`config.mk`:
```
export PLATFORM = sky130hd
export DESIGN_NAME = program_memory_loader
export DESIGN_NICKNAME = d
export VERILOG_FILES = /design/src/rtl/program_memory_loader.sv
export SDC_FILE = /design/constraint.sdc
export NUM_CORES = 1
export LEC_CHECK = 0
export CAP_MARGIN = 25
export CORE_ASPECT_RATIO = 1.5
export CORE_MARGIN = 2
export CORE_UTILIZATION = 34
export CTS_CLUSTER_DIAMETER = 50
export CTS_CLUSTER_SIZE = 40
export DETAILED_ROUTE_END_ITERATION = 16
export GPL_TIMING_DRIVEN = 0
export PLACE_DENSITY_LB_ADDON = 0.15
export SYNTH_ARGS = -nofsm -noshare
export SYNTH_HDL_FRONTEND = slang
export SYNTH_SLANG_ARGS = --single-unit
```
`constraint.sdc`:
```
create_clock -name clk -period 2.39 [get_ports clk]
set_input_delay 0.478 -clock clk [delete_from_list [all_inputs] [get_ports clk]]
set_output_delay 0.478 -clock clk [all_outputs]
set_load 0.05 [all_outputs]
```
`src/rtl/program_memory_loader.sv`:
```
// Byte-stream program loader: 16-bit LE word count, then 4-byte LE words written to program memory.
// Define LOADER_CHECKSUM_EN to add a trailing XOR checksum byte verified in a CHECK state.
module program_memory_loader #(
    parameter int MEMORY_DEPTH = 32,
    parameter int DATA_WIDTH   = 32
) (
    input  logic                  clk,
    input  logic                  reset,
    input  logic                  start,
    input  logic                  byte_valid,
    input  logic [7:0]            byte_data,
    output logic                  byte_ready,
    output logic                  mem_write,
    output logic [DATA_WIDTH-1:0] mem_address,
    output logic [DATA_WIDTH-1:0] mem_data,
    output logic                  busy,
    output logic                  done,
    output logic                  error
);

    typedef enum logic [2:0] {
        IDLE,
        LEN_LO,
        LEN_HI,
        DATA,
        WRITE,
`ifdef LOADER_CHECKSUM_EN
        CHECK,
`endif
        FINISH
    } state_t;

    localparam logic [16:0] DEPTH_LIM = 17'(MEMORY_DEPTH);

    state_t                state_q, state_d;
    logic [15:0]           len_q, len_d;
    logic [15:0]           index_q, index_d;
    logic [1:0]            byte_cnt_q, byte_cnt_d;
    logic [23:0]           word_q, word_d;
    logic [DATA_WIDTH-1:0] mem_address_q, mem_address_d;
    logic [DATA_WIDTH-1:0] mem_data_q, mem_data_d;
    logic                  error_q, error_d;
    logic [15:0]           len_full;
    logic                  xfer;
`ifdef LOADER_CHECKSUM_EN
    logic [7:0]            cksum_q, cksum_d;
`endif

    always_ff @(posedge clk) begin
        if (reset) begin
            state_q       <= IDLE;
            len_q         <= '0;
            index_q       <= '0;
            byte_cnt_q    <= '0;
            word_q        <= '0;
            mem_address_q <= '0;
            mem_data_q    <= '0;
            error_q       <= 1'b0;
`ifdef LOADER_CHECKSUM_EN
            cksum_q       <= '0;
`endif
        end else begin
            state_q       <= state_d;
            len_q         <= len_d;
            index_q       <= index_d;
            byte_cnt_q    <= byte_cnt_d;
            word_q        <= word_d;
            mem_address_q <= mem_address_d;
            mem_data_q    <= mem_data_d;
            error_q       <= error_d;
`ifdef LOADER_CHECKSUM_EN
            cksum_q       <= cksum_d;
`endif
        end
    end

    always_comb begin
        state_d       = state_q;
        len_d         = len_q;
        index_d       = index_q;
        byte_cnt_d    = byte_cnt_q;
        word_d        = word_q;
        mem_address_d = mem_address_q;
        mem_data_d    = mem_data_q;
        error_d       = error_q;
        len_full      = {byte_data, len_q[7:0]};
        xfer          = byte_valid && byte_ready;
`ifdef LOADER_CHECKSUM_EN
        cksum_d       = cksum_q;
`endif
        case (state_q)
            IDLE: begin
                if (start) begin
                    state_d    = LEN_LO;
                    error_d    = 1'b0;
                    index_d    = '0;
                    byte_cnt_d = '0;
`ifdef LOADER_CHECKSUM_EN
                    cksum_d    = '0;
`endif
                end
            end
            LEN_LO: begin
                if (xfer) begin
                    len_d[7:0] = byte_data;
                    state_d    = LEN_HI;
                end
            end
            LEN_HI: begin
                if (xfer) begin
                    len_d = len_full;
                    if (len_full == 16'd0) begin
                        state_d = FINISH;
                    end else if ({1'b0, len_full} > DEPTH_LIM) begin
                        state_d = FINISH;
                        error_d = 1'b1;
                    end else begin
                        state_d = DATA;
                    end
                end
            end
            DATA: begin
                if (xfer) begin
                    // Bytes shift in from the top so the first byte lands in bits [7:0].
                    word_d     = {byte_data, word_q[23:8]};
                    byte_cnt_d = byte_cnt_q + 2'd1;
`ifdef LOADER_CHECKSUM_EN
                    cksum_d    = cksum_q ^ byte_data;
`endif
                    if (byte_cnt_q == 2'd3) begin
                        state_d       = WRITE;
                        mem_address_d = DATA_WIDTH'({index_q, 2'b00});
                        mem_data_d    = DATA_WIDTH'({byte_data, word_q});
                    end
                end
            end
            WRITE: begin
                index_d = index_q + 16'd1;
                if (index_q + 16'd1 == len_q) begin
`ifdef LOADER_CHECKSUM_EN
                    state_d = CHECK;
`else
                    state_d = FINISH;
`endif
                end else begin
                    state_d = DATA;
                end
            end
`ifdef LOADER_CHECKSUM_EN
            CHECK: begin
                if (xfer) begin
                    if (byte_data != cksum_q) begin
                        error_d = 1'b1;
                    end
                    state_d = FINISH;
                end
            end
`endif
            FINISH: begin
                state_d = IDLE;
            end
            default: begin
                state_d = IDLE;
            end
        endcase
    end

    always_comb begin
        byte_ready = (state_q == LEN_LO) || (state_q == LEN_HI) || (state_q == DATA)
`ifdef LOADER_CHECKSUM_EN
                     || (state_q == CHECK)
`endif
                     ;
        mem_write   = (state_q == WRITE);
        done        = (state_q == FINISH);
        busy        = (state_q != IDLE);
        mem_address = mem_address_q;
        mem_data    = mem_data_q;
        error       = error_q;
    end

endmodule
```
==> qor.csv, run 1 <==
metric,value,unit
cp_top_family,buffers and inverters,
hold_path.class,flop to flop,
outcome,finished clean,
worstPathRequired,1.91,ns
start_util,0.348,
cp_cell_sequence,"buf_4, nor2_2, nand2_1, clkinv_1, clkbuf_2",
cts-root-buf,clkbuf_16,
slew_viol_final,0,
clockBufferDepth,2,
power_frac_comb,0.234,
fp.coreArea,14000,um^2
cts_tree,yes,
p_int,3040,uW
io_buffers,64,
p_per_area,741,nW/um^2
grt_pass1_vias,4163,
netlist_area,4880,um^2
ys_warn_count,0,
worst_slew_pin_slew,0.694,ns
gp_congestion,0.881,
drc,0,
worstSkewPairLatency,0.36,ns
layout-drive-gt1-share,0.102,
synth_flop_cell,dfxtp_1,
rrSetupSlack,0.13,ns
drtIter0Drc,164,
max_stage_delay,0.38,ns
holdWs,0.454,ns
async_flop_share,0,
cts.sinks,110,
nets,715,
clock-skew-final,0.00762,ns
synthCells,610,
grt_use_total,0.186,
crit_buf_inv,3,
dr.pass1.iters,4,
cp-end-kind,primary output,
postSynthAreaPerCell,7.99,um^2
fp.dieH,151,um
sw_frac_of_total,0.331,
drt-total-wl,14.0,mm
seqPwrFrac,0.430,
cts_setup_buffers,0,
die_area,15300,um^2
area_growth,25.9,%
antenna_found_initial,0,
setup_viol,0,
io_pins,81,
crit_arrival,1.84,ns
hold_violations,0,
grt_pass1_wl,21.9,mm
viasPerCell,4.85,
maxSlewHeadroom,0.534,
seq_area_frac_synth,0.452,
total_power,4550,uW
criticalPathCategory,flop to primary output,
routedWlPerCell,15.6,um
maxCapViolations,0,
yosysUniqueCellTypes,66,
diodes,0,
fin_util,0.439,
crit_fanout,10,
synth_edf_count,0,
ys_ff_latch,110,
grt_overflow,0,
leakagePower,0.00212,uW
cts.htree.levels,3,
route.vias.total,4357,
rows,53,
cp-start-kind,flop,
fmax,432,MHz
final_antenna_net_count,0,
rsz0062_at_grt,false,
ir_worst_vdd,0.427,mV
numCtsBuffers,9,
die_w,102,um
grt_max_degree,20,
clockPowerShare,0.336,
cpMaxStageDelayCell,clkinv_1,
dp_hpwl,10.7,mm
final.period_utilization,0.968,
clk_pin_slew,0.08,ns
switchingPower,1500,uW
period_minus_slack,2.31,ns
[kinds of logic after synthesis]
family,count (synthesis),synth area share
AOI/OAI and AO/OA,138,0.156
xor gates and xnor gates,22,0.0395
and+or+nand+nor,266,0.257
adders and majority gates,2,0.00513
DFF,110,0.452
other,1,0.000769
buffers and inverters,61,0.0693
muxes,10,0.0208
[cell usage in the layout (no fill, tap or decap), drive strengths merged, types with 11 or more instances in the layout]
cell type,Yosys,routed
nand2,175,175
dfxtp,110,110
a21oi,102,102
clkdlybuf4s50,0,60
buf,34,35
clkbuf,22,34
nor2,31,31
conb,1,16
o21ai,16,16
xnor2,14,14
nand3,11,11
[tightest hold or removal path: stages, from the launching register on]
cell	delay, ns
dfxtp_1	0.31
nand2_1	0.05
a21oi_1	0.05
[synthesized netlist by cell type (all sizes together), types with 2 or more instances]
cell,count,share of area
nand4bb,2,0.0046
a211oi,4,0.0062
or3,5,0.0064
nor2,31,0.024
buf,34,0.047
and3,6,0.0080
xor2,8,0.014
dfxtp,110,0.45
nor3,6,0.0072
o31ai,2,0.0041
o21ai,16,0.017
or4b,2,0.0041
a21oi,102,0.10
ha,2,0.0051
nor4,10,0.025
nand2,175,0.13
nand4,6,0.0077
clkbuf,22,0.017
xnor2,14,0.025
or4,2,0.0038
and2,2,0.0026
nand3,11,0.016
inv,3,0.0023
mux2i,9,0.018
[final timing paths]
| kind | startpoint | endpoint | cells past startpoint |
|---|---|---|---|
| max reg2reg | index_q[0] | state_q[2] | 8 |
| min | mem_data[5] | mem_data[5] | 2 |
| max | state_q[0] | mem_write | 5 |
| min reg2reg | mem_data[5] | mem_data[5] | 2 |
[stage by stage]
step,TNS [ns],setup WS (ns),instances,instance area [um^2]
final,0,0.0766,898,6140
after global routing,0,0.00284,898,6140
after CTS,-0.0871,-0.0871,897,6120
after detailed placement,-1.93,-0.109,881,5810
after global placement,-2.09,-0.110,881,5810
after floorplan,0,0.246,625,4930
[power by group through the flow]
stage / registers, uW / clock network [uW] / logic (uW)
final: 1960 / 1530 / 1060
after global routing: 1960 / 1630 / 1170
after CTS: 1950 / 1570 / 1060
after detailed placement: 2000 / 0 / 1070
after global placement: 2000 / 0 / 1060
after floorplan: 1980 / 0 / 790
[final cells by class]
| type | instances | area [um^2] |
|---|---|---|
| fill | 1462 | 7850 |
| multi-input combinational | 454 | 2420 |
| sequential | 110 | 2200 |
| timing repair buffer | 65 | 637 |
| buffer | 57 | 323 |
| clock buffer | 11 | 253 |
| tap | 192 | 240 |
| clock inverter | 5 | 47.5 |
| inverter | 4 | 15.0 |
[state kept, by name (all words and copies together) (netlist names)]
register / cells
len_q: 16
state_q: 3
error: 1
mem_address: 16
mem_data: 32
index_q: 16
byte_cnt_q: 2
word_q: 24
[per-layer routing]
metal	share of wire	track usage	vias to the layer above
li1	-	-	2213
met1	0.39	0.203	2011
met2	0.54	0.342	100
met3	0.028	0.0283	33
met4	0.041	0.0953	0
met5	0	0	-
[repair_timing]
action	CTS	global route
hold buffers	0	0
setup endpoints to repair	6	3
resized for setup	7	6
(Power assumes the default switching activity.)
==> inputs of run 2 (changes only) <==
Settings changed: CORE_ASPECT_RATIO 1.5 to 0.7.
==> run 2 against run 1 <==
Maximum frequency is 3.0% higher. Worst setup slack improved by 0.067 ns. Clock power rose by 14%. Power is 5.8% higher. Worst hold slack gained 0.00077 ns. Combinational power increased by 5%. Critical path type is now flop to flop. Largest power group unchanged.
==> qor.csv, run 2 (same netlist as run 1, synthesis figures left out) <==
metric,value,unit,change
cp-end-kind,flop,,
start_util,0.349,,+0.000718
total_power,4810,uW,+5.8%
routed.top_layer,met4,,
maxCapViolations,0,,unchanged
reg2reg_depth,7,,-1
drtIter0Drc,316,,+93%
worst_hold_startpoint,mem_data[6],,
rrSetupSlack,0.14,ns,about the same
dr.pass1.iters,5,,+1
dp_hpwl,10.6,mm,-0.34%
grt_use_total,0.189,,+0.00244
area_growth,27.0,%,
leakagePower,0.00215,uW,+1.3%
grt_pass1_wl,22.7,mm,+3.9%
ir_worst_vdd,0.446,mV,+4.6%
final_antenna_net_count,0,,unchanged
multi_input_area,2420,um^2,unchanged
hold_depth,2,,unchanged
final_area,6190,um^2,+0.88%
grt_overflow,0,,unchanged
switchingPower,1510,uW,+0.71%
met2_length,5.43,mm,-28%
hold_path.class,flop to flop,,
diodes,0,,unchanged
final.period_utilization,0.940,,-0.0282
sw_frac_of_total,0.315,,-0.0160
rsz0062_at_grt,false,,
cts_tree,yes,,
hold_path_end,mem_data[6],,
crit_fanout,9,,-1
fmax,445,MHz,+3.0%
cp-start-kind,flop,,
nets,715,,unchanged
criticalPathCategory,flop to flop,,
timing.rr.start,index_q[3],,
wl_met1,7.35,mm,+35%
p_per_area,777,nW/um^2,+4.9%
outcome,finished clean,,
cts-root-buf,clkbuf_16,,
power_frac_comb,0.230,,-0.004
drt-total-wl,14.1,mm,+0.90%
place_area,5820,um^2,about the same
hold_violations,0,,unchanged
pre_cts_ws,-0.0981,ns,+0.0107 ns
slew_viol_final,0,,unchanged
rows,36,,-32%
die_area,15300,um^2,about the same
grt_max_degree,19,,-5.0%
period_minus_slack,2.25,ns,-0.0675 ns
drc,0,,unchanged
final_cell_mix,"175 x nand2_1, 108 x dfxtp_1, 102 x a21oi_1",,
setup_viol,0,,unchanged
r2r-end,state_q[1],,
viasPerCell,4.98,,+2.5%
cts.htree.levels,3,,unchanged
worst_slew_pin_slew,0.739,ns,+0.0447 ns
p_int,3300,uW,+8.4%
antenna_found_initial,0,,unchanged
routedWlPerCell,15.8,um,+1.1%
cts.sinks,110,,unchanged
setup_ws,0.144,ns,+0.0675 ns
cts_setup_buffers,0,,unchanged
maxSlewHeadroom,0.508,,-0.0263
grt_pass1_vias,4151,,-0.29%
cts_hold_buf,0,,unchanged
seq_area,2210,um^2,+0.11%
fin_util,0.444,,+0.00476
wl_met3,1.19,mm,+200%
clock-skew-final,0.00741,ns,-0.000210 ns
io_pins,81,,unchanged
clockBufferDepth,2,,unchanged
final_common_cell,nand2_1,,
io_buffers,64,,unchanged
clk_pin_slew,0.07,ns,about the same
die_w,147,um,+45%
route.vias.total,4458,,+2.3%
gp_congestion,0.882,,+0.10%
crit_arrival,2.46,ns,+0.62 ns
worstPathRequired,2.61,ns,+0.70 ns
layout-drive-gt1-share,0.102,,unchanged
numCtsBuffers,9,,unchanged
largest_reg_flops,32,,unchanged
fillers,1420,,-2.9%
clockPowerShare,0.363,,+0.027
setup_tns,0,ns,unchanged
fp.dieH,104,um,-31%
seqPwrFrac,0.407,,-0.023
worstSkewPairLatency,0.35,ns,about the same
fp.coreArea,14000,um^2,-0.21%
## run 2: area by class of cell
type	count	share of cell area
flip-flops and latches	110	0.356
repair buffers	65	0.103
clock buffers	10	0.0370
well taps	190	0.0384
plain buffers	57	0.0525
clock inverters	6	0.0192
inverters	4	0.00263
multi-input cells	454	0.391
## run 2: what timing repair did
item | in CTS | in global routing
gates cloned | 0 | 0
resized for setup | 9 | 9
setup endpoints to repair | 6 | 4
hold endpoints to repair | 0 | 0
## run 2: metal layers
layer	vias up	track usage
met1	2073	0.302
met3	15	0.0439
met4	0	0.0467
li1	2221	-
met2	149	0.248
met5	-	0
## run 2: critical path, cell delays in order, from the launching register on
cell and delay (ns):
dfxtp_1 0.31, clkbuf_4 0.21, and4_2 0.31, nand2_1 0.12, or4b_1 0.51, a32oi_1 0.29
nand4_1 0.20, o2bb2ai_1 0.17
## run 2: per-stage QoR
| step | cells | hold slack, ns |
|---|---|---|
| after global routing | 896 | 0.481 |
| after floorplan | 625 | 0.432 |
| after detailed placement | 880 | 0.447 |
| after CTS | 896 | 0.457 |
| after global placement | 879 | 0.443 |
| final | 896 | 0.455 |
## run 2: how the worst max path moves through the flow
stage / endpoint / from / slack [ns]
CTS: state_q[1] / index_q[1] / 0.009
detailed placement: state_q[1] / byte_data[3] / -0.1
global placement: state_q[1] / byte_data[1] / -0.09
global route: state_q[1] / index_q[1] / 0.02
finish: state_q[1] / index_q[3] / 0.14
floorplan: done / state_q[0] / 0.25
## run 2: power by group through the flow
| stage | Clock, uW | Combinational [uW] | Sequential (uW) |
|---|---|---|---|
| floorplan | 0 | 790 | 1980 |
| global placement | 0 | 1080 | 2000 |
| detailed placement | 0 | 1100 | 2000 |
| CTS | 1780 | 1090 | 1960 |
| global route | 1870 | 1200 | 1970 |
| finish | 1750 | 1110 | 1960 |
